$ cat config.mk
export PLATFORM = sky130hd
export DESIGN_NAME = mfp_uart_tx_fifo
export DESIGN_NICKNAME = d
export VERILOG_FILES = /design/src/rtl/mfp_uart_tx_fifo.sv
export SDC_FILE = /design/constraint.sdc
export NUM_CORES = 1
export LEC_CHECK = 0
export BUFFER_PORTS_ARGS = -buffer_cell sky130_fd_sc_hd__buf_2
export CORE_MARGIN = 3
export CORE_UTILIZATION = 40
export DETAILED_ROUTE_END_ITERATION = 10
export PLACE_DENSITY_LB_ADDON = 0.08
export SLEW_MARGIN = 10
export SYNTH_ARGS = -nofsm -noshare
export SYNTH_HDL_FRONTEND = slang
export SYNTH_SLANG_ARGS = --single-unit
$ cat constraint.sdc
create_clock -name HCLK -period 3.4 [get_ports HCLK]
set_input_delay 0.17 -clock HCLK [delete_from_list [all_inputs] [get_ports HCLK]]
set_output_delay 0.17 -clock HCLK [all_outputs]
set_load 0.02 [all_outputs]
$ cat src/rtl/mfp_uart_tx_fifo.sv
// Buffered UART transmitter: byte FIFO feeding an LSB-first serialiser, 8N1 by default.
// Define MFP_UART_TX_PARITY_EN to insert an even-parity bit (8E1 framing).
module mfp_uart_tx_fifo #(
  parameter int CLK_FREQ   = 50000000,
  parameter int BAUD       = 115200,
  parameter int FIFO_DEPTH = 16
) (
  input  logic                               HCLK,
  input  logic                               HRESETn,
  input  logic [7:0]                         tx_data,
  input  logic                               tx_valid,
  output logic                               tx_ready,
  output logic                               UART_TX,
  output logic                               busy,
  output logic [$clog2(FIFO_DEPTH+1)-1:0]    fifo_count
);

  localparam int DIV = (CLK_FREQ + BAUD / 2) / BAUD;
  localparam int BW  = $clog2(DIV);
  localparam int AW  = $clog2(FIFO_DEPTH);
  localparam int CW  = $clog2(FIFO_DEPTH + 1);

  localparam logic [BW-1:0] BAUD_LAST = BW'(DIV - 1);
  localparam logic [CW-1:0] FULL_CNT  = CW'(FIFO_DEPTH);

`ifdef MFP_UART_TX_PARITY_EN
  typedef enum logic [2:0] {S_IDLE, S_START, S_DATA, S_PARITY, S_STOP} state_t;
`else
  typedef enum logic [1:0] {S_IDLE, S_START, S_DATA, S_STOP} state_t;
`endif

  state_t          state;
  state_t          state_nx;
  logic [BW-1:0]   baud_cnt;
  logic [2:0]      bit_idx;
  logic [7:0]      shift;
  logic            line_nx;
  logic            bit_end;
  logic            pop;
  logic            push;
  logic            fifo_nonempty;

  logic [7:0]      mem [FIFO_DEPTH];
  logic [AW-1:0]   wr_ptr;
  logic [AW-1:0]   rd_ptr;
  logic [CW-1:0]   count;
  logic [7:0]      head;

`ifdef MFP_UART_TX_PARITY_EN
  logic            parity_bit;
`endif

  assign tx_ready      = (count < FULL_CNT);
  assign push          = tx_valid && tx_ready;
  assign fifo_nonempty = (count != '0);
  assign fifo_count    = count;
  assign busy          = (state != S_IDLE) || fifo_nonempty;
  assign bit_end       = (baud_cnt == BAUD_LAST);
  assign head          = mem[rd_ptr];

  // FIFO storage: data only, no reset needed
  always_ff @(posedge HCLK) begin
    if (push) begin
      mem[wr_ptr] <= tx_data;
    end
  end

  // Full/empty is decided by count alone; pointers simply wrap.
  always_ff @(posedge HCLK or negedge HRESETn) begin
    if (!HRESETn) begin
      wr_ptr <= '0;
      rd_ptr <= '0;
      count  <= '0;
    end else begin
      if (push) begin
        wr_ptr <= wr_ptr + AW'(1);
      end
      if (pop) begin
        rd_ptr <= rd_ptr + AW'(1);
      end
      unique case ({push, pop})
        2'b10:   count <= count + CW'(1);
        2'b01:   count <= count - CW'(1);
        default: count <= count;
      endcase
    end
  end

  // FSM state register
  always_ff @(posedge HCLK or negedge HRESETn) begin
    if (!HRESETn) begin
      state <= S_IDLE;
    end else begin
      state <= state_nx;
    end
  end

  // FSM next-state logic
  always_comb begin
    state_nx = state;
    unique case (state)
      S_IDLE: begin
        if (fifo_nonempty) state_nx = S_START;
      end
      S_START: begin
        if (bit_end) state_nx = S_DATA;
      end
      S_DATA: begin
        if (bit_end && (bit_idx == 3'd7)) begin
`ifdef MFP_UART_TX_PARITY_EN
          state_nx = S_PARITY;
`else
          state_nx = S_STOP;
`endif
        end
      end
`ifdef MFP_UART_TX_PARITY_EN
      S_PARITY: begin
        if (bit_end) state_nx = S_STOP;
      end
`endif
      S_STOP: begin
        if (bit_end) state_nx = fifo_nonempty ? S_START : S_IDLE;
      end
      default: state_nx = S_IDLE;
    endcase
  end

  // FSM outputs: next line level and the FIFO pop strobe
  always_comb begin
    line_nx = 1'b1;
    pop     = 1'b0;
    unique case (state)
      S_IDLE:   pop     = fifo_nonempty;
      S_START:  line_nx = 1'b0;
      S_DATA:   line_nx = shift[0];
`ifdef MFP_UART_TX_PARITY_EN
      S_PARITY: line_nx = parity_bit;
`endif
      S_STOP:   pop     = bit_end && fifo_nonempty;
      default:  line_nx = 1'b1;
    endcase
  end

  // Baud counter restarts at every bit boundary and idles at zero.
  always_ff @(posedge HCLK or negedge HRESETn) begin
    if (!HRESETn) begin
      baud_cnt <= '0;
      bit_idx  <= '0;
    end else begin
      if ((state == S_IDLE) || bit_end) begin
        baud_cnt <= '0;
      end else begin
        baud_cnt <= baud_cnt + BW'(1);
      end
      if ((state == S_DATA) && bit_end) begin
        bit_idx <= bit_idx + 3'd1;
      end
    end
  end

  // Shift register loads on pop and moves right after each data bit.
  always_ff @(posedge HCLK) begin
    if (pop) begin
      shift <= head;
    end else if ((state == S_DATA) && bit_end) begin
      shift <= {1'b0, shift[7:1]};
    end
  end

`ifdef MFP_UART_TX_PARITY_EN
  always_ff @(posedge HCLK) begin
    if (pop) begin
      parity_bit <= ^head;
    end
  end
`endif

  // Registered line output so the pin never glitches; idles high.
  always_ff @(posedge HCLK or negedge HRESETn) begin
    if (!HRESETn) begin
      UART_TX <= 1'b1;
    end else begin
      UART_TX <= line_nx;
    end
  end

endmodule
Word-level counts from Yosys, hierarchy flattened
Memories as Yosys holds them, arrays and structs flattened.
Cells that the tools add are included.
W data, S select, Z words.
{"block": "word_totals", "regBits": 36, "mem_bits_rw": 128, "output_inout_bits": 8, "wordCells": 53, "mem_count": 1}
{"name": "mem", "words": 16, "width": 8, "read_ports": 1, "rd_ports_with_merged_regs": 0, "write_ports": 1, "line_no": "43", "rtl": "logic [7:0] mem [FIFO_DEPTH];"}
{"block": "classes", "add_sub_neg": 6, "magnitude_cmp": 1, "eq_ne": 11, "muxes": 14, "reduce_logical": 12}
{"op": "$mux W8", "n": 2}
{"op": "$pmux W5 S2", "n": 1}
{"op": "$add A9 B1 Y9 const B", "n": 1}
{"op": "$eq A9 B9 Y1 const B", "n": 1}
{"op": "$mux W9", "n": 1}
{"op": "$add A4 B1 Y4 const B", "n": 2}
{"op": "$mux W2", "n": 4}
{"op": "$ne A2 B2 Y1 const B", "n": 4}
{"op": "$pmux W2 S4", "n": 1}
{"op": "$eq A2 B2 Y1 const B", "n": 3}
{"op": "$reduce_bool A2 Y1", "n": 3}
{"op": "$add A5 B1 Y5 const B", "n": 1}
{"op": "$lt A5 B5 Y1 const B", "n": 1}
{"op": "$reduce_bool A5 Y1", "n": 1}
{"op": "$sub A5 B1 Y5 const B", "n": 1}
{"op": "$eq A2 B1 Y1 const B", "n": 2}
{"op": "$logic_and A1 B1 Y1", "n": 4}
{"op": "$pmux W1 S2", "n": 2}
{"op": "$reduce_and A4 Y1", "n": 1}
{"op": "$add A3 B1 Y3 const B", "n": 1}
{"op": "$eq A3 B3 Y1 const B", "n": 1}
{"op": "$mux W1", "n": 3}
{"op": "$logic_not A2 Y1", "n": 1}
{"op": "$logic_or A1 B1 Y1", "n": 2}

Longest topological paths before layout
{"block": "logic_depth", "word_depth": 5, "ltp_mapped": 16}

Least setup slack after synthesis
Ideal clock, no wire load.
{"block": "synth_path", "path_type": "register to register", "from": "register count[0], in the netlist fifo_count[0]", "to": "register count[2], in the netlist fifo_count[2]", "setup_ns": 0.136, "arrival_time_ns": 2.668, "slack_ns": 0.596, "stages_incl_launch_ff": 14, "path_buffers": 3, "period_less_slack_ns": 2.804, "cell_sequence": "dfrtp_1 > or4_1 > nor2_1 > nor3_1 > buf_6 > buf_6 > ha_1 > clkbuf_1 > xor2_1 > ha_1 > a21oi_1 > xor2_1 > nor2_1 > xor2_1"}
{"block": "synth_via", "elab_chain_len": 5}
{"element": "start: declaration", "line_no": "46", "rtl": "logic [CW-1:0] count;"}
{"element": "start signal: assignment", "line_no": "82", "rtl": "2'b10: count <= count + CW'(1);"}
{"element": "start signal: assignment", "line_no": "83", "rtl": "2'b01: count <= count - CW'(1);"}
{"element": "start signal: assignment", "line_no": "84", "rtl": "default: count <= count;"}
{"element": "branches (longest 5 deep; another with $lt A5 B5 Y1)"}
Parallel ways; which one is timed is not known.
A chain may end at the register's enable or synchronous reset.

Worst setup path in the final report
{"block": "layout_path", "from": "register count[1], in the netlist fifo_count[1]", "to": "register count[4], in the netlist fifo_count[4]"}
The elaborated chain is that of the path after synthesis.

==> results.py <==
metrics = {
    "route": {
        "wl_per_cell_um": 19.73,
        "drtIter0Drc": 166,
        "firstDrtPassIters": 4,
        "antenna_left": 0,
        "drc_errors": 0,
        "vias_per_cell": 5.269,
        "route.vias.total": 3467,
        "routed_wl_um": 12980,
    },
    "global_routing": {
        "antenna_found_initial": 0,
        "grt_pass1_vias": 3678,
        "overflow": 0,
        "grt_usage_pct": 14.37,
        "grt_max_degree": 44,
        "grt_pass1_wl_um": 21000,
    },
    "synth": {
        "syn_avg_cell_area_um2": 17.28,
        "synthArstFlopShare_pct": 17.07,
        "yosys_register_bits": 164,
        "yosys_warnings": 0,
        "yosys.area_share.simple_pct": 6.811,
        "ys_top_cells_by_count": "edfxtp_1 (136), dfrtp_1 (27), nor2_1 (23)",
        "synth.most_common_cell": "edfxtp_1",
        "synth_compound_area_share_pct": 3.908,
        "synth_edf_count": 136,
        "synthXorXnorAreaFrac_pct": 2.635,
        "syn-cell-area_mm2": 0.006980,
        "synth_ff_type": "edfxtp_1",
        "synthTopCellsByArea": "edfxtp_1 (59%), dfrtp_1 (9.7%), mux4_1 (7.2%)",
        "syn_nets": 432,
        "synth_top_area_share_pct": 58.51,
        "synthAdderAreaFrac_pct": 3.047,
        "synth_top_family_by_area": "multiplexers",
        "yosys.area.top_type": "edfxtp_1",
        "yosysSeqAreaShare_pct": 68.56,
        "synth_mux_area_share_pct": 12.69,
        "synthCells": 404,
        "ys_types": 42,
    },
    "place": {
        "portBuffers": 18,
        "gp_congestion": 0.7457,
        "place_hpwl_um": 8627,
    },
    "timing": {
        "tightest_slew_ps": 661.7,
        "post-route-min-period_ps": 2604,
        "rsz0062_at_grt": "false",
        "fin_crit_sh_pct": 76.60,
        "max_freq_mhz": 384.0,
        "finalMaxSlewViolations": 0,
        "setup_viol": 0,
        "fin_worst_skew_ps": 7.389,
        "hold_viol_final": 0,
        "fin_hold_ws_ps": 139.5,
        "slew_headroom_pct": 55.89,
        "tns_ps": 0,
    },
    "critical_path": {
        "critPathLaunchType": "flip-flop",
        "required_ps": 3740,
        "crit_path_cell_trace": "or4_1 -> nor2_1 -> nor3_2 -> ha_1 -> xor2_1 -> ha_1 -> inv_1 -> nor3b_1 -> o21ai_0 -> a21oi_1 -> xnor2_1",
        "cp_top_family": "simple AND/OR/NAND/NOR gates",
        "worstSetupPathType": "flip-flop to flip-flop",
        "cp-end-kind": "flip-flop",
        "critPathMaxStageDelay_ps": 570,
        "path_max_fanout": 8,
        "crit_top_cell": "ha_1",
        "cp_slowest_cell": "or4_1",
        "worst_ep_arrival_time_ps": 2940,
        "crit_buf_inv": 1,
    },
    "floorplanning": {
        "io_pins": 19,
        "dieArea_mm2": 0.01907,
        "rows": 47,
        "core_region_area_mm2": 0.01682,
        "die_w_um": 138.1,
        "die_h_um": 138.1,
        "start_util_pct": 41.50,
    },
    "clock_network": {
        "cts_buffer_depth": 2,
        "clock-root-buffer": "clkbuf_16",
        "clkLatencyLatePin_ps": 410,
        "tritoncts": "done",
        "cts_buffers": 17,
        "postCtsSetupBuffers": 0,
        "cts_num_sinks": 164,
        "cts.reportedPaths.clkPinSlew_ps": 60,
        "htreeDepth": 4,
    },
    "flow_run": {
        "drv_cap": 0,
    },
    "finish": {
        "regArea_mm2": 0.004786,
        "multi_input_area_mm2": 0.002036,
        "drive_gt1_share_pct": 16.44,
        "fillCellCount": 1468,
        "area_growth_pct": 12.51,
        "fin_nets": 456,
        "n_antenna_cell": 0,
    },
    "outcome": {
        "outcome": "completed",
    },
    "power_and_ir_drop": {
        "power.density_mw_per_mm2": 603.2,
        "peakVddDrop_uv": 361.2,
        "leakage_nw": 2.742,
    },
    "hold_path": {
        "hold_class": "primary input to flip-flop",
    },
}
==> cell usage in the layout (no fill, tap or decap), types with 2 or more instances in the layout <==
cell and instances:
buf_12 2, nor3b_1 2, edfxtp_1 136, or2_2 2, nand2b_1 3, inv_1 9
clkinv_1 2, buf_4 2, nor2b_1 15, mux2_2 9, o21ai_0 4, clkinv_2 2
and4_1 3, a31oi_1 3, buf_2 18, nand4_1 2, and2_1 18, bufinv_16 3
mux4_2 8, nand3_1 2, xnor2_1 11, a211oi_1 7, ha_1 17, clkinvlp_4 3
a2111oi_0 5, clkbuf_16 17, dfrtp_1 27, xor2_1 10, nor2_1 23, a21oi_1 19
and3_1 2, mux4_1 19, mux2i_1 9, nand2_1 9
==> kinds of logic (layout without fill, tap and decap cells) <==
kind of cell,count (synthesis),in the layout
adder cells (fa/ha/maj),17,17
multiplexers,46,46
flip-flops,164,164
XOR/XNOR,21,21
buffers and inverters,27,61
AO/OA/AOI/OAI,43,43
AND/OR/NAND/NOR,86,86
==> path summary, 6_finish.rpt <==
path	startpoint	endpoint	slack (ps)	depth (start not counted)
max in group asynchronous	HRESETn	rd_ptr[2]$_DFFE_PN0N_	2640	2
hold reg to reg	bit_idx[0]$_DFFE_PN0P_	bit_idx[0]$_DFFE_PN0P_	500	1
min in group asynchronous	HRESETn	baud_cnt[5]$_DFF_PN0_	320	2
hold / removal	tx_data[0]	mem[0][0]$_DFFE_PP_	140	1
setup / recovery	fifo_count[1]$_DFFE_PN0P_	fifo_count[4]$_DFFE_PN0P_	800	11
setup reg to reg	fifo_count[1]$_DFFE_PN0P_	fifo_count[4]$_DFFE_PN0P_	800	11
==> flip-flops by register name (all words and copies together) (netlist names) <==
name,count
mem,128
fifo_count,5
state,2
wr_ptr,4
shift,8
baud_cnt,9
bit_idx,3
UART_TX,1
rd_ptr,4
==> power breakdown <==
part	internal (mW)	switching, mW
logic	0.162	0.281
clock network	1.13	0.731
registers	2.33	0.0987
==> cell type report <==
type / instances / area share [%]
sequential: 164 / 60.94
multi-input combinational: 213 / 25.92
clock buffer: 18 / 5.464
tap: 220 / 3.505
timing repair buffer: 23 / 1.975
clock inverter: 11 / 1.768
inverter: 9 / 0.4301
==> stage by stage <==
step	instances	util (%)	setup slack, ps	cell area, um^2	power (mW)
2_1_floorplan	404	-	596.2	6980	2.738
3_3_place_gp	628	43.26	883.3	7276	2.919
3_5_place_dp	628	43.26	802.5	7276	2.922
4_1_cts	658	46.70	779.1	7854	4.796
5_1_grt	658	46.70	512.0	7854	4.945
6_report	658	46.70	795.8	7854	4.737
==> layer usage <==
metal	vias up	track usage (%)	wire length (um)
met5	-	0	0
met4	0	4.628	161
met3	11	3.798	348
met2	56	23.12	6375
met1	1787	19.23	6096
li1	1613	-	-
==> timing repair <==
| item | in CTS | in global routing |
|---|---|---|
| hold buffers | 1 | 0 |
| endpoints found under the hold margin | 27 | 0 |
| gates resized for setup | 0 | 0 |
No activity file was read; power rests on OpenSTA's default activity.
